### src/rtl/bus_pkg.sv
// Shared system bus definitions: device slot IDs, bus geometry, arbiter states.
package bus_pkg;

    localparam int BUS_NUM_DEVICES = 8;
    localparam int BUS_D_WIDTH     = 32;
    localparam int BUS_C_WIDTH     = 8;

    localparam int DEV_RAM  = 0;
    localparam int DEV_ROM  = 1;
    localparam int DEV_VGA  = 2;
    localparam int DEV_PS2  = 3;
    localparam int DEV_ACP  = 4;
    localparam int DEV_UART = 6;
    localparam int DEV_CPU  = 7;

    typedef enum logic [1:0] {
        ST_IDLE  = 2'd0,
        ST_GRANT = 2'd1,
        ST_TURN  = 2'd2
    } arb_state_e;

endpackage

### src/rtl/rr_pick.sv
// Rotating priority encoder: first set bit of eligible_i scanning last_i+1 upward.
module rr_pick
    import bus_pkg::*;
#(
    parameter int N = BUS_NUM_DEVICES,
    parameter int W = $clog2(N)
) (
    input  logic [N-1:0] eligible_i,
    input  logic [W-1:0] last_i,
    output logic [W-1:0] pick_o,
    output logic         valid_o
);

    logic [W:0] idx;

    // Scan from lowest priority to highest so the last hit wins.
    always_comb begin
        pick_o  = '0;
        valid_o = |eligible_i;
        idx     = '0;
        for (int i = N; i >= 1; i--) begin
            idx = {1'b0, last_i} + (W+1)'(i);
            if (idx >= (W+1)'(N)) begin
                idx = idx - (W+1)'(N);
            end
            if (eligible_i[idx[W-1:0]]) begin
                pick_o = idx[W-1:0];
            end
        end
    end

endmodule

### src/rtl/bus_arbiter_rr.sv
// Round-robin system bus arbiter with turnaround cycle, grant watchdog
// and owner data/ctrl steering.
module bus_arbiter_rr
    import bus_pkg::*;
#(
    parameter int NUM_DEVICES = BUS_NUM_DEVICES,
    parameter int D_WIDTH     = BUS_D_WIDTH,
    parameter int C_WIDTH     = BUS_C_WIDTH,
    parameter int TIMEOUT     = 1024,
    parameter int OWN_W       = $clog2(NUM_DEVICES)
) (
    input  logic                           clk,
    input  logic                           reset,
    input  logic [NUM_DEVICES-1:0]         req,
    output logic [NUM_DEVICES-1:0]         ack,
    input  logic [NUM_DEVICES*D_WIDTH-1:0] bus_in,
    input  logic [NUM_DEVICES*C_WIDTH-1:0] ctrl_in,
    output logic [D_WIDTH-1:0]             bus_out,
    output logic [C_WIDTH-1:0]             ctrl_out,
    output logic [OWN_W-1:0]               owner,
    output logic                           busy,
    output logic                           timeout_pulse
);

    localparam int CNT_W = $clog2(TIMEOUT);
    localparam logic [CNT_W-1:0] CNT_LAST = CNT_W'(TIMEOUT - 1);
    localparam logic [OWN_W-1:0] LAST_RST = OWN_W'(NUM_DEVICES - 1);

    arb_state_e             state_q, state_d;
    logic [NUM_DEVICES-1:0] ack_q, ack_d;
    logic [NUM_DEVICES-1:0] mask_q, mask_d;
    logic [OWN_W-1:0]       owner_q, owner_d;
    logic [OWN_W-1:0]       last_q, last_d;
    logic [CNT_W-1:0]       count_q, count_d;
    logic                   tpulse_q, tpulse_d;

    logic [NUM_DEVICES-1:0] eligible;
    logic [OWN_W-1:0]       pick;
    logic                   pick_valid;

    logic [D_WIDTH-1:0] data_slc [NUM_DEVICES];
    logic [C_WIDTH-1:0] ctrl_slc [NUM_DEVICES];

    for (genvar g = 0; g < NUM_DEVICES; g++) begin : g_slc
        assign data_slc[g] = bus_in[g*D_WIDTH +: D_WIDTH];
        assign ctrl_slc[g] = ctrl_in[g*C_WIDTH +: C_WIDTH];
    end

    // A watchdog-revoked device stays out until it drops req once.
    assign eligible = req & ~mask_q;

    rr_pick #(
        .N (NUM_DEVICES),
        .W (OWN_W)
    ) u_pick (
        .eligible_i (eligible),
        .last_i     (last_q),
        .pick_o     (pick),
        .valid_o    (pick_valid)
    );

    always_ff @(posedge clk or posedge reset) begin
        if (reset) begin
            state_q  <= ST_IDLE;
            ack_q    <= '0;
            mask_q   <= '0;
            owner_q  <= '0;
            last_q   <= LAST_RST;
            count_q  <= '0;
            tpulse_q <= 1'b0;
        end else begin
            state_q  <= state_d;
            ack_q    <= ack_d;
            mask_q   <= mask_d;
            owner_q  <= owner_d;
            last_q   <= last_d;
            count_q  <= count_d;
            tpulse_q <= tpulse_d;
        end
    end

    always_comb begin
        state_d  = state_q;
        ack_d    = ack_q;
        mask_d   = mask_q & req;
        owner_d  = owner_q;
        last_d   = last_q;
        count_d  = count_q;
        tpulse_d = 1'b0;
        unique case (state_q)
            ST_IDLE: begin
                if (pick_valid) begin
                    state_d     = ST_GRANT;
                    owner_d     = pick;
                    ack_d       = '0;
                    ack_d[pick] = 1'b1;
                    count_d     = '0;
                end
            end
            ST_GRANT: begin
                if (!req[owner_q]) begin
                    state_d = ST_TURN;
                    ack_d   = '0;
                    last_d  = owner_q;
                    count_d = '0;
                end else if (count_q == CNT_LAST) begin
                    state_d         = ST_TURN;
                    ack_d           = '0;
                    last_d          = owner_q;
                    count_d         = '0;
                    mask_d[owner_q] = 1'b1;
                    tpulse_d        = 1'b1;
                end else begin
                    count_d = count_q + 1'b1;
                end
            end
            ST_TURN: begin
                state_d = ST_IDLE;
            end
            default: begin
                state_d = ST_IDLE;
                ack_d   = '0;
            end
        endcase
    end

    always_comb begin
        busy     = (state_q == ST_GRANT);
        bus_out  = '0;
        ctrl_out = '0;
        if (busy) begin
            bus_out  = data_slc[owner_q];
            ctrl_out = ctrl_slc[owner_q];
        end
    end

    assign ack           = ack_q;
    assign owner         = owner_q;
    assign timeout_pulse = tpulse_q;

endmodule

### config.mk
export PLATFORM = sky130hd
export DESIGN_NAME = bus_arbiter_rr
export DESIGN_NICKNAME = d
export VERILOG_FILES = /design/src/rtl/bus_pkg.sv /design/src/rtl/rr_pick.sv /design/src/rtl/bus_arbiter_rr.sv
export SDC_FILE = /design/constraint.sdc
export NUM_CORES = 1
export LEC_CHECK = 0
export CAP_MARGIN = 10
export CORE_AREA = 5 5 144 146
export CTS_CLUSTER_SIZE = 25
export DETAILED_ROUTE_END_ITERATION = 8
export DIE_AREA = 0 0 149 151
export MAX_ROUTING_LAYER = met4
export PLACE_DENSITY_LB_ADDON = 0.08
export SYNTH_ARGS = -nofsm -noshare
export SYNTH_HDL_FRONTEND = slang
export SYNTH_SLANG_ARGS = --single-unit
### constraint.sdc
create_clock -name clk -period 5.5 [get_ports clk]
set_input_delay 0.55 -clock clk [delete_from_list [all_inputs] [get_ports clk]]
set_output_delay 0.55 -clock clk [all_outputs]
set_load 0.01 [all_outputs]
After elaboration in Yosys (flattened, before gate mapping)
Index checks and enable logic that the tools add are counted.
{"block": "word_totals", "ff_bits": 35, "input_bits": 330, "out_inout_bits": 53, "word_cells": 133}
{"block": "classes", "addsub": 17, "magnitude_cmp": 21, "n_eq_ne": 6, "n_mux": 66, "bitwise_logic": 6, "reduce_logical": 10}
{"cell": "$bmux 32 s3", "n": 1}
{"cell": "$mux 32", "n": 3}
{"cell": "$mux 8", "n": 9}
{"cell": "$mux 3", "n": 18}
{"cell": "$lt 3x4->1 const B", "n": 10}
{"cell": "$ge 4x4->1 const B", "n": 9}
{"cell": "$mux 10", "n": 3}
{"cell": "$bmux 1 s3", "n": 9}
{"cell": "$bmux 8 s3", "n": 1}
{"cell": "$pmux 8 s3", "n": 1}
{"cell": "$sub 3x1->3 const B", "n": 8}
{"cell": "$pmux 10 s2", "n": 1}
{"cell": "$add 3x3->4 const B", "n": 4}
{"cell": "$and 8x8->8", "n": 2}
{"cell": "$mux 1", "n": 14}
{"cell": "$add 10x1->10 const B", "n": 1}
{"cell": "$eq 10x10->1 const B", "n": 1}
{"cell": "$add 3x2->4 const B", "n": 2}
{"cell": "$not 8->8", "n": 1}
{"cell": "$or 8x8->8", "n": 1}
{"cell": "$reduce_and 2->1", "n": 4}
{"cell": "$reduce_or 8->1", "n": 1}
{"cell": "$demux 1 s3", "n": 2}
{"cell": "$ge 3x1->1 const B", "n": 2}
{"cell": "other kinds (15)", "n": 18}

Longest topological paths before layout
{"block": "logic_depth", "word_depth": 19, "mapped_depth": 11, "ltp_nobuf": 9}

By module
From an unflattened synthesis, not the netlist that was laid out.
{"block": "unflattened", "hier_cells": 508, "hier_area_um2": 4254.1}
{"module": "bus_arbiter_rr", "n_inst": 1, "cells_per_inst": 409, "area_per_inst_um2": 3433.3}
{"module": "rr_pick", "n_inst": 1, "cells_per_inst": 99, "area_per_inst_um2": 820.8}

Worst setup path before layout
Ideal clock, no wire load.
{"block": "synth_path", "path_kind": "reg2reg", "startpoint": "register last_q[1]", "endpoint": "register ack_q[0], in the netlist ack[0]", "setup_time_ps": 122, "arrival_time_ps": 2884, "path_slack_ps": 2495, "stages_incl_launch_ff": 11, "cell_sequence": "dfstp_2 clkbuf_1 inv_1 ha_1 clkbuf_1 clkbuf_1 mux2_2 a211oi_1 a21oi_1 a41o_1 a32o_1"}
{"block": "synth_between", "elab_chain_len": 19}
{"element": "from (decl)", "line": "bus_arbiter_rr.sv:33", "source": "logic [OWN_W-1:0] last_q, last_d;"}
{"element": "from (signal assigned)", "line": "bus_arbiter_rr.sv:76", "source": "last_q <= last_d;"}
{"element": "$add 3x4->4", "line": "rr_pick.sv:22", "source": "idx = {1'b0, last_i} + (W+1)'(i);"}
{"element": "$ge 4x4->1 or $sub 3x1->3 (tied branches)", "line": "rr_pick.sv:23, rr_pick.sv:24"}
{"element": "$mux 3", "line": "rr_pick.sv:23", "source": "if (idx >= (W+1)'(N)) begin"}
{"element": "$bmux 1 s3", "line": "rr_pick.sv:26", "source": "if (eligible_i[idx[W-1:0]]) begin"}
{"element": "$mux 1 (not written as such)", "line": "rr_pick.sv:26"}
{"element": "$mux 3 (7 in a row)", "line": "rr_pick.sv:26"}
{"element": "$mux 3 (*)", "line": "rr_pick.sv:26"}
{"element": "$lt 3x4->1 (not written as such) or $ge 3x1->1 (tied branches)", "line": "bus_arbiter_rr.sv:96", "source": "ack_d[pick] = 1'b1;"}
{"element": "$logic_and 1x1->1 (not written as such)", "line": "bus_arbiter_rr.sv:96"}
{"element": "$mux 1 (not written as such)", "line": "bus_arbiter_rr.sv:96"}
{"element": "$demux 1 s3 (*)", "line": "bus_arbiter_rr.sv:96"}
{"element": "$mux 8 (*)", "line": "bus_arbiter_rr.sv:92", "source": "if (pick_valid) begin"}
{"element": "$pmux 8 s3 (*)", "line": "bus_arbiter_rr.sv:90", "source": "unique case (state_q)"}
{"element": "to (signal assigned)", "line": "bus_arbiter_rr.sv:73", "source": "ack_q <= ack_d;"}
{"element": "to (decl)", "line": "bus_arbiter_rr.sv:30", "source": "logic [NUM_DEVICES-1:0] ack_q, ack_d;"}
Every way passes the cells marked *; elsewhere a longest branch is shown, timed or not. The select of a mux whose other input is x is not followed.
A chain may end at the register's enable or synchronous reset.

Final worst setup path
{"block": "layout_path", "startpoint": "register owner_q[2], in the netlist owner[2]", "endpoint": "output port ctrl_out[5]"}
{"block": "layout_between", "elab_chain_len": 5}
{"element": "from (decl)", "line": "bus_arbiter_rr.sv:32", "source": "logic [OWN_W-1:0] owner_q, owner_d;"}
{"element": "from (signal assigned)", "line": "bus_arbiter_rr.sv:75", "source": "owner_q <= owner_d;"}
{"element": "$not 3->4 (not written as such)", "line": "bus_arbiter_rr.sv:133", "source": "ctrl_out = ctrl_slc[owner_q];"}
{"element": "$bmux 8 s3", "line": "bus_arbiter_rr.sv:133"}
{"element": "$mux 8 (not written as such) (2 in a row)", "line": "bus_arbiter_rr.sv:133"}
{"element": "$mux 8", "line": "bus_arbiter_rr.sv:131", "source": "if (busy) begin"}
{"element": "to (decl)", "line": "bus_arbiter_rr.sv:19", "source": "output logic [C_WIDTH-1:0] ctrl_out,"}
Every way passes these cells. The select of a mux whose other input is x is not followed.

==> results.cfg <==
[floorplanning]
dieArea_um2 = 22500
die_x_um = 149
io_pins = 383
core_region_area_um2 = 19300
row_count = 51
floorplan.initialDensity_pct = 22.7
die-height_um = 151

[worst_hold_path]
hp-class = reg2reg

[final_layout]
drive_gt1_share_pct = 5.77
final_cell_mix = clkdlybuf4s50_1, a22oi_1, a22o_1, dfrtp_1, a31oi_1
area_growth_syn_to_layout_pct = 96.7
nNetsFinal = 1199
fillers = 1926
layout_commonest_cell = clkdlybuf4s50_1
postLayoutCoreUtil_pct = 44.6

[power]
combPwrFrac_pct = 77.8
p_clk_share_pct = 9.5
seqPwrFrac_pct = 12.7
ir_drop_uv = 230
switchingPower_mw = 1.71
p_int_mw = 1.83
switching_share_pct = 48.2
power_density_nw_per_um2 = 412
cellLeakagePower_nw = 2.98

[yosys]
yosysWarnings = 0
synth-async-reset-ratio_pct = 100
syn_nets = 857
ys_types = 63
synth_ff_type = dfrtp_1
synthCells = 524
synth.area.top_cells = a22oi_1, dfrtp_1, a22o_1, mux4_2, a221oi_1
ys_seq_area_share_pct = 20.1
yosys.area.top_type = a22oi_1
synth_area_um2 = 4370
synth-edff-count = 0
syn_avg_cell_area_um2 = 8.33
synth_top_area_share_pct = 19.4
synth-seq-cells = 35

[route]
vias = 6312
drt_pre_antenna_iters = 5
drtAntennaViolNets = 0
wire_per_inst_um = 26.8
via_per_inst = 5.55
wl_um = 30500
drt_iter0_drc = 376
drc = 0

[timing]
tns_ps = 0
rsz0062_at_grt = no
hold_viol_final = 0
finalCritPeriodShare_pct = 73.3
post-route-worst-setup-slack_ps = 1470
fin_crit_ps = 4030
tightest_slew_ps = 1270
fin_skew_ps = 4.06
setup_violations = 0
finalMaxSlewViolations = 0
fmax_ghz = 0.248
relSlewSlack_pct = 14.9

[place]
post-place-ws_ps = 1780
routabilityCongestion = 1.05
io_buffers = 382
hpwl_um = 24300

[critical_path]
worst_ep_required_time_ps = 4950
crit_type = reg2out
rrSetupSlack_ps = 1900
arrival_ps = 3480
crit_path_start_kind = register
setup.worst_path.end_class = output port
path_max_fanout = 41

[global_routing]
grt_util_all_layers_pct = 26.2
grt_start_max_net_pins = 42
grt_pass1_wl_um = 43000
antenna_found_initial = 5
grt_pass1_vias = 6696
grt.overflow.total = 0

[cts]
clock_sinks = 35
cts_tree = built
cts_hold_buf = 0
h-tree-depth = 2
clock_path_buffers = 2
cts_resized = 0
clk_latency_ps = 280
cts_root_buf = clkbuf_16
cts_buffers = 5
cts_setup_buffers = 0
path_clk_slew_ps = 60

[job]
maxCapViolCount = 0

[outcome]
status = completed
==> flip-flops by register name, summed over array words and instances, names as in the netlist <==
register	count
count_q	10
timeout_pulse	1
last_q	3
ack	8
mask_q	8
owner	3
state_q	2
==> power groups by stage <==
stage / Sequential (mW) / Clock [mW] / Combinational (mW)
2_1_floorplan: 0.361 / 0 / 1.65
3_3_place_gp: 0.446 / 0 / 2.74
3_5_place_dp: 0.455 / 0 / 2.76
4_1_cts: 0.449 / 0.342 / 2.77
5_1_grt: 0.467 / 0.352 / 2.95
6_report: 0.449 / 0.337 / 2.75
==> per-layer routing <==
| layer | up-vias | wire length [µm] | global-route usage (%) |
|---|---|---|---|
| met3 | 54 | 2220 | 6.43 |
| met5 | - | 0 | - |
| met4 | 0 | 1020 | 9.20 |
| li1 | 2898 | - | - |
| met2 | 281 | 16000 | 45.9 |
| met1 | 3079 | 11300 | 29.1 |
==> cell families after synthesis <==
| kind of cell | share of synthesized area (%) |
|---|---|
| compound gates | 48.7 |
| xor+xnor | 0.802 |
| fa+ha+maj | 0.860 |
| buf+inv | 5.50 |
| flops | 20.1 |
| mux | 8.62 |
| simple gates | 15.4 |
==> cell type report <==
type                            instances  area (µm²)  area share (%)
Sequential cell                        35         880            10.2
Antenna cell                            5        12.5           0.146
Multi-Input combinational cell        427        3290            38.3
Tap cell                              265         332            3.86
Clock inverter                          2        35.0           0.408
Timing Repair Buffer                  388        3870            45.0
Inverter                                9        33.8           0.393
Clock buffer                            6         139            1.62
==> worst max-delay path: stages, from the launching register on <==
cell and delay [ps]:
dfrtp_1 670, nand2b_1 260, nor2_4 1000, a221oi_1 360, a31oi_1 270, clkdlybuf4s50_1 620
==> per-stage QoR <==
step	instance area [µm²]	hold slack, ps	cells	total power, mW
final	8590	491	1137	3.54
after CTS	8580	497	1132	3.56
after detailed placement	8400	485	1124	3.21
after global placement	8400	463	1124	3.18
after floorplan	4370	454	524	2.01
after global routing	8590	517	1137	3.77
==> cells in the mapped netlist, types with 3 or more instances <==
cell and number:
a21oi_1 8, a221oi_1 25, a22o_1 34, a22oi_1 113
a311o_1 3, a31oi_1 28, a32o_1 4, a41oi_1 16
and3_1 7, buf_1 5, buf_2 3, clkbuf_1 44
dfrtp_1 32, dfstp_2 3, ha_1 3, inv_1 7
mux2_2 5, mux2i_1 8, mux4_2 10, nand2_1 24
nand2b_1 19, nand3_1 5, nand3b_1 3, nor2_1 17
nor2b_1 12, nor3_1 5, nor3b_1 3, nor4_1 3
o21ai_0 23, o22ai_1 3, o31ai_1 6, o41ai_1 3
xnor2_1 3
==> path summary, 6_finish.rpt <==
kind | cells after the start | endpoint | from
worst max register to register | 8 | ack[6] | last_q[0]
max in group asynchronous | 3 | last_q[1] | reset
min in group asynchronous | 3 | ack[3] | reset
worst min-delay path | 2 | ack[5] | ack[5]
worst max-delay path | 5 | ctrl_out[5] | owner[2]
worst min register to register | 2 | ack[5] | ack[5]
(Power assumes the default switching activity.)
